File: config.mk
export PLATFORM = sky130hd
export DESIGN_NAME = and_gate_vector_sequencer
export DESIGN_NICKNAME = d
export VERILOG_FILES = /design/src/rtl/and_gate_vector_sequencer.sv
export SDC_FILE = /design/constraint.sdc
export NUM_CORES = 1
export LEC_CHECK = 0
export ABC_AREA = 1
export BUFFER_PORTS_ARGS = -buffer_cell sky130_fd_sc_hd__buf_2
export CAP_MARGIN = 20
export CORE_MARGIN = 5
export CORE_UTILIZATION = 50
export CTS_BUF_LIST = sky130_fd_sc_hd__clkbuf_4
export CTS_CLUSTER_DIAMETER = 200
export DETAILED_ROUTE_END_ITERATION = 7
export MAX_ROUTING_LAYER = met4
export PLACE_DENSITY = 0.74
export SLEW_MARGIN = 30
export SYNTH_ARGS = -nofsm -noshare
export SYNTH_HDL_FRONTEND = slang
export SYNTH_SLANG_ARGS = --single-unit
File: constraint.sdc
create_clock -name clk -period 1.7 [get_ports clk]
set_input_delay 0.255 -clock clk [delete_from_list [all_inputs] [get_ports clk]]
set_output_delay 0.255 -clock clk [all_outputs]
set_load 0.01 [all_outputs]
File: src/rtl/and_gate_vector_sequencer.sv
// Purpose: steps a 3-input AND gate through every input vector and checks its output.
// Latency: done pulses 2^N_IN*HOLD_CYCLES cycles after the edge that accepts start.
// Backpressure: none; start is honoured only in IDLE and is dropped otherwise.
// Optional: define FIRST_ERR_CAPTURE_EN to add first_err_vld/first_err_vec.
module and_gate_vector_sequencer #(
  parameter int N_IN        = 3,
  parameter int HOLD_CYCLES = 4,
  parameter int ERR_W       = 4
) (
  input  logic             clk,
  input  logic             rst_n,
  input  logic             start,
  input  logic             dut_dout,
  output logic [N_IN-1:0]  vec_out,
  output logic             busy,
  output logic             done,
  output logic             pass,
  output logic [ERR_W-1:0] err_cnt
`ifdef FIRST_ERR_CAPTURE_EN
  ,
  output logic             first_err_vld,
  output logic [N_IN-1:0]  first_err_vec
`endif
);

  localparam int HC_W = (HOLD_CYCLES > 1) ? $clog2(HOLD_CYCLES) : 1;

  typedef enum logic [1:0] {
    IDLE  = 2'd0,
    DRIVE = 2'd1,
    DONE  = 2'd2
  } state_t;

  state_t            state;
  state_t            state_nxt;
  logic [HC_W-1:0]   hold_cnt;
  logic              sample;
  logic              last_vec;
  logic              mismatch;
  logic              err_sat;

  // Sample happens on the final hold cycle of each vector; the all-ones vector ends the run.
  assign sample   = (state == DRIVE) && (hold_cnt == HC_W'(HOLD_CYCLES - 1));
  assign last_vec = &vec_out;
  assign mismatch = sample && (dut_dout != (&vec_out));
  assign err_sat  = &err_cnt;

  // State register.
  always_ff @(posedge clk or negedge rst_n) begin
    if (!rst_n) begin
      state <= IDLE;
    end else begin
      state <= state_nxt;
    end
  end

  // Next-state and status decode; busy/done follow the state directly.
  always_comb begin
    state_nxt = state;
    busy      = 1'b0;
    done      = 1'b0;
    case (state)
      IDLE: begin
        if (start) state_nxt = DRIVE;
      end
      DRIVE: begin
        busy = 1'b1;
        if (sample && last_vec) state_nxt = DONE;
      end
      DONE: begin
        done      = 1'b1;
        state_nxt = IDLE;
      end
      default: state_nxt = IDLE;
    endcase
  end

  // Stimulus counters and result bookkeeping.
  always_ff @(posedge clk or negedge rst_n) begin
    if (!rst_n) begin
      vec_out  <= '0;
      hold_cnt <= '0;
      err_cnt  <= '0;
      pass     <= 1'b0;
    end else begin
      case (state)
        IDLE: begin
          vec_out  <= '0;
          hold_cnt <= '0;
          if (start) begin
            err_cnt <= '0;
            pass    <= 1'b0;
          end
        end
        DRIVE: begin
          if (!sample) begin
            hold_cnt <= hold_cnt + 1'b1;
          end else begin
            if (mismatch && !err_sat) err_cnt <= err_cnt + 1'b1;
            if (last_vec) begin
              pass <= (err_cnt == '0) && !mismatch;
            end else begin
              vec_out  <= vec_out + 1'b1;
              hold_cnt <= '0;
            end
          end
        end
        DONE: begin
          vec_out  <= '0;
          hold_cnt <= '0;
        end
        default: begin
          vec_out  <= '0;
          hold_cnt <= '0;
        end
      endcase
    end
  end

`ifdef FIRST_ERR_CAPTURE_EN
  // Latch the vector of the first mismatch in a run; cleared when a run is accepted.
  always_ff @(posedge clk or negedge rst_n) begin
    if (!rst_n) begin
      first_err_vld <= 1'b0;
      first_err_vec <= '0;
    end else if (state == IDLE && start) begin
      first_err_vld <= 1'b0;
      first_err_vec <= '0;
    end else if (mismatch && !first_err_vld) begin
      first_err_vld <= 1'b1;
      first_err_vec <= vec_out;
    end
  end
`endif

endmodule

[Yosys cells after proc, flatten, opt, wreduce, memory -nomap -nowiden]
Cells that the tools add are included.
Word-level totals
  output and inout bits: 10
  bits in writable memories: 0
  bits in read-only memories: 0
  bits in registers: 12
  memories kept: 0
  bits in latches: 0
  bits of input ports: 4
Operators by class
  div/mod/pow operators: 0
  multipliers: 0
  bitwise logic cells: 0
  reductions and logical operators: 16
  add/sub/neg operators: 3
  shift-type cells: 0
  magnitude comparators: 0
  equal/unequal tests: 11
  muxes and demuxes: 19
Operators with widths (count)
  $mux W4: 3
  $reduce_and A4 Y1: 3
  $mux W2: 5
  $mux W3: 3
  $ne A2 B2 Y1 const B: 4
  $pmux W4 S2: 1
  $logic_and A1 B1 Y1: 5
  $mux W1: 5
  $add A4 B1 Y4 const B: 1
  $eq A2 B2 Y1 const B: 2
  $logic_not A4 Y1: 1
  $ne A2 B1 Y1 const B: 2
  $pmux W2 S2: 1
  $reduce_and A2 Y1: 2
  $add A3 B1 Y3 const B: 1
  $ne A3 B3 Y1 const B: 1
  $reduce_and A3 Y1: 1
  $add A2 B1 Y2 const B: 1
  $eq A2 B1 Y1 const B: 1
  $logic_not A1 Y1: 2
  $logic_not A2 Y1: 1
  $pmux W1 S2: 1
  $reduce_bool A2 Y1: 1
  $ne A1 B1 Y1: 1

[Logic depth before layout (Yosys ltp)]
  word-level depth: 8
  mapped depth: 10

[Worst setup path before layout]
OpenSTA, ideal clock, no wires.
  kind: reg2reg
  start: reg vec_out[0]
  end: reg err_cnt[2]
  setup time: 0.117 ns
  cell stages (with the launch flop): 11
  path slack: 0.188 ns
  path buffers: 0
  data arrival time: 1.395 ns
  required time: 1.583 ns
  path through: dfrtp_1 > ha_1 > ha_1 > inv_2 > nand2_1 > nand2_1 > nand3_1 > nand2_2 > nand2_2 > nand2_1 > nand2_1
Between the ends
  longest elaborated chain between the ends: 6
Ends and longest elaborated chain
  start, declared: line 14  | output logic [N_IN-1:0] vec_out,
  start signal, assigned: line 103  | vec_out <= vec_out + 1'b1;
  $reduce_and A3 Y1: line 45  | assign mismatch = sample && (dut_dout != (&vec_out));
  $ne A1 B1 Y1: line 45
  $logic_and A1 B1 Y1: line 45
  $logic_and A1 B1 Y1: line 99  | if (mismatch && !err_sat) err_cnt <= err_cnt + 1'b1;
  $ne A2 B1 Y1 (no source line)
  $reduce_and A4 Y1 (no source line)
  end signal, assigned: line 99
  end, declared: line 18  | output logic [ERR_W-1:0] err_cnt
No other way between the ends.
A chain may end at the register's enable or synchronous reset.

[Worst setup path in the final report]
  start: reg vec_out[0]
  end: reg err_cnt[1]
The elaborated chain is that of the path after synthesis.

==> impl_metrics.json <==
{
  "yosys_warnings": 0,
  "detailedPlacementHpwl_mm": 1.062,
  "tritoncts": "yes",
  "clk-insertion-delay-late_ns": 0.28,
  "floorplan.die.width_um": 47.34,
  "globalRouteOverflowTotal": 0,
  "routed-via-count": 613,
  "ys_top_cells_by_area": "sky130_fd_sc_hd__dfrtp_1 (43%), sky130_fd_sc_hd__nand2_1 (11%), sky130_fd_sc_hd__ha_1 (9.0%), sky130_fd_sc_hd__nand3_1 (6.5%), sky130_fd_sc_hd__nor2_1 (5.9%)",
  "total_clock_buffers_created_by_cts": 3,
  "post-synth-top-area-cell": "sky130_fd_sc_hd__dfrtp_1",
  "number_of_antenna_violations_at_the_first_check_in_global_routing": 0,
  "final.setup.worst_slack_ns": 0.1721,
  "cts_buffer_depth": 2,
  "netlist_top_cells_count": "sky130_fd_sc_hd__nand2_1 (21), sky130_fd_sc_hd__dfrtp_1 (12), sky130_fd_sc_hd__nor2_1 (11)",
  "grt.met1_usage": 0.2165,
  "worstPathRequired_ns": 1.87,
  "cts-htree-levels": 1,
  "timing.max_slew.rel_slack": 0.7694,
  "synth.lib_cells_used.distinct": 13,
  "global_placer_s_final_weighted_congestion": 0.7864,
  "rrSetupSlack_ns": 0.17,
  "syn_area_um2": 696.9,
  "cp_max_fo": 5,
  "setup-tns-final_ns": 0,
  "post_drt_wl_per_cell_um": 11.82,
  "num-nets-final": 116,
  "gr-usage-all-layers": 0.1668,
  "crit_path_start_kind": "register",
  "register_area_share_after_synthesis": 0.4309,
  "ctsResizeCount": 0,
  "hold_path_endpoint": "state[0]",
  "vdd.ir_drop.worst_mv": 1.047,
  "drv_slew": 0,
  "detail_route.vias_per_cell": 5.066,
  "worst-setup-path-type": "register to register",
  "netlist.area_leader.share": 0.4309,
  "numClockSinks": 12,
  "timing.critical_path.arrival_ns": 1.70,
  "drt_pass1_iterations": 4,
  "timing.critical_path.slowest_stage_cell": "sky130_fd_sc_hd__dfrtp_1",
  "synthArstFlopShare": 1.000,
  "starting_utilization_of_the_core_area": 0.5290,
  "path_delay_family": "simple AND/OR/NAND/NOR gates",
  "setup_violations": 0,
  "worst_hold_path.num_cells": 3,
  "max_slew.worst_pin.slew_ns": 0.3423,
  "grt.met2_usage": 0.2433,
  "cp-startpoint": "vec_out[0]",
  "synthesis.nets": 96,
  "coreArea_um2": 1318,
  "finalHoldViolations": 0,
  "crit_path_frequent_cell": "sky130_fd_sc_hd__nand2_1",
  "number_of_global_route_vias_before_repair": 544,
  "synth_cells": 87,
  "antenna_violating_nets_post_route": 0,
  "sum_of_buffers_and_inverters_on_the_critical_path": 1,
  "dieArea_um2": 2241,
  "post-route-period-util": 0.8988,
  "use_met3": 0.02299,
  "crit-reg2reg-launch": "vec_out[0]",
  "yosysMostFrequentCell": "sky130_fd_sc_hd__nand2_1",
  "timing.max_cap.violations": 0,
  "postSynthAreaPerCell_um2": 8.011,
  "path_cells": "ha_1 -> ha_1 -> inv_2 -> nand2_1 -> nand2_1 -> nand3_1 -> nand2_2 -> nand2_2 -> nand2_1 -> nand2_1",
  "rows": 13,
  "worstSetupPathDepth": 10,
  "synth_seq_cells": 12,
  "power_leakage_uw": 0.0004392,
  "r2r_path_end": "err_cnt[1]",
  "fmax_mhz": 654.5,
  "place_ws_ns": 0.1226,
  "grt_first_pass_wirelength_mm": 2.442,
  "endpoint_kind": "register",
  "top_level_ports": 14,
  "postPlaceCellArea_um2": 780.7,
  "cell_area_after_layout_um2": 824.5,
  "number_of_remaining_drc_errors": 0,
  "clkSlewWorstSetupHoldPaths_ns": 0.08,
  "status": "complete, no violations",
  "die_height_um": 47.34,
  "power_uw": 1333,
  "yosys_most_used_dff": "sky130_fd_sc_hd__dfrtp_1",
  "cts_root_cell": "sky130_fd_sc_hd__clkbuf_4",
  "ant_diodes": 0,
  "area_delta_synth_final_pct": 18.31,
  "final_period_minus_worst_setup_slack_ns": 1.528,
  "drive_above_1_share": 0.2642,
  "io_buffer_count": 13,
  "r2r.worst_path.cells": 10,
  "number_of_enable_type_register_cells_in_the_synthesized_netlist": 0,
  "worst_hold_path_type": "primary input to register",
  "powerDensity_nw_per_um2": 1616,
  "critical_path.max_stage_delay_ns": 0.41,
  "grt_most_used_layer": "met2",
  "initialDrtViolationCount": 21,
  "clock_tree_skew_after_final_layout_ns": 0.001177,
  "drt-total-wl_mm": 1.430,
  "worstHoldStart": "start",
  "grt_setup_unrepaired": "no",
  "grt_max_degree": 13
}
worst min-delay path: cells and delay by family:
family | cells | cell delay, ns
simple gates | 2 | 0.20
buf+inv | 1 | 0.08
power by group:
part | switching (µW) | internal [µW] | total (µW)
clock network | 101 | 85.2 | 186
registers | 99.1 | 391 | 490
logic | 399 | 258 | 657
worst max-delay path by stage:
| stage | to | slack (ns) |
|---|---|---|
| global placement | err_cnt[3] | 0.16 |
| global route | err_cnt[0] | 0.03 |
| finish | err_cnt[1] | 0.17 |
| floorplan | err_cnt[2] | 0.19 |
| CTS | err_cnt[1] | 0.08 |
| detailed placement | err_cnt[0] | 0.12 |
cell usage in the layout, fill, tap and decap left out:
cell type / netlist / final
sky130_fd_sc_hd__nand2_1: 21 / 21
sky130_fd_sc_hd__inv_2: 3 / 3
sky130_fd_sc_hd__nand2_4: 2 / 2
sky130_fd_sc_hd__nor2_4: 3 / 3
sky130_fd_sc_hd__clkinv_1: 0 / 1
sky130_fd_sc_hd__dfrtp_1: 12 / 12
sky130_fd_sc_hd__nand2_2: 3 / 3
sky130_fd_sc_hd__inv_1: 9 / 9
sky130_fd_sc_hd__dlygate4sd3_1: 0 / 1
sky130_fd_sc_hd__buf_4: 0 / 1
sky130_fd_sc_hd__clkbuf_4: 0 / 3
sky130_fd_sc_hd__a21oi_1: 3 / 3
sky130_fd_sc_hd__ha_1: 5 / 5
sky130_fd_sc_hd__nand3_1: 9 / 9
sky130_fd_sc_hd__buf_2: 0 / 13
sky130_fd_sc_hd__nor2_1: 11 / 11
sky130_fd_sc_hd__xnor2_1: 1 / 1
sky130_fd_sc_hd__o21ai_0: 5 / 5
metal layers:
metal	share of wire	vias to the layer above
li1	-	314
met1	0.47	280
met2	0.46	15
met3	0.043	4
met4	0.026	0
met5	0	-
cell families after synthesis:
family | synth area share
DFF | 0.4309
buffers and inverters | 0.06463
adders and majority gates | 0.08977
xor gates and xnor gates | 0.01257
AOI/OAI and AO/OA | 0.05744
and+or+nand+nor | 0.3447
per-stage QoR:
| stage | utilization | cells | hold WS (ns) |
|---|---|---|---|
| detailed placement | 0.5926 | 115 | 0.1517 |
| finish | 0.6258 | 121 | 0.2819 |
| floorplan | - | 87 | -0.04059 |
| global route | 0.6258 | 121 | 0.3060 |
| CTS | 0.6201 | 120 | 0.2818 |
| global placement | 0.5926 | 115 | 0.1432 |
registers in the layout, summed over array words and instances, names as in the netlist:
signal    count
err_cnt       4
hold_cnt      2
pass          1
state         2
vec_out       3
final cells by class:
type,instances,area [µm²]
fillers,110,493.0
multi-input cells,63,351.6
flip-flops and latches,12,300.3
repair buffers,15,82.58
inverters,12,45.04
clock buffers,3,22.52
well taps,15,18.77
clock inverters,1,3.754
timing repair:
item                                    in CTS  in global routing
hold endpoints to repair                    12                  0
hold buffers                                 1                  0
setup buffers                                0                  1
endpoints found under the setup margin       0                  4
(Power assumes the default switching activity.)
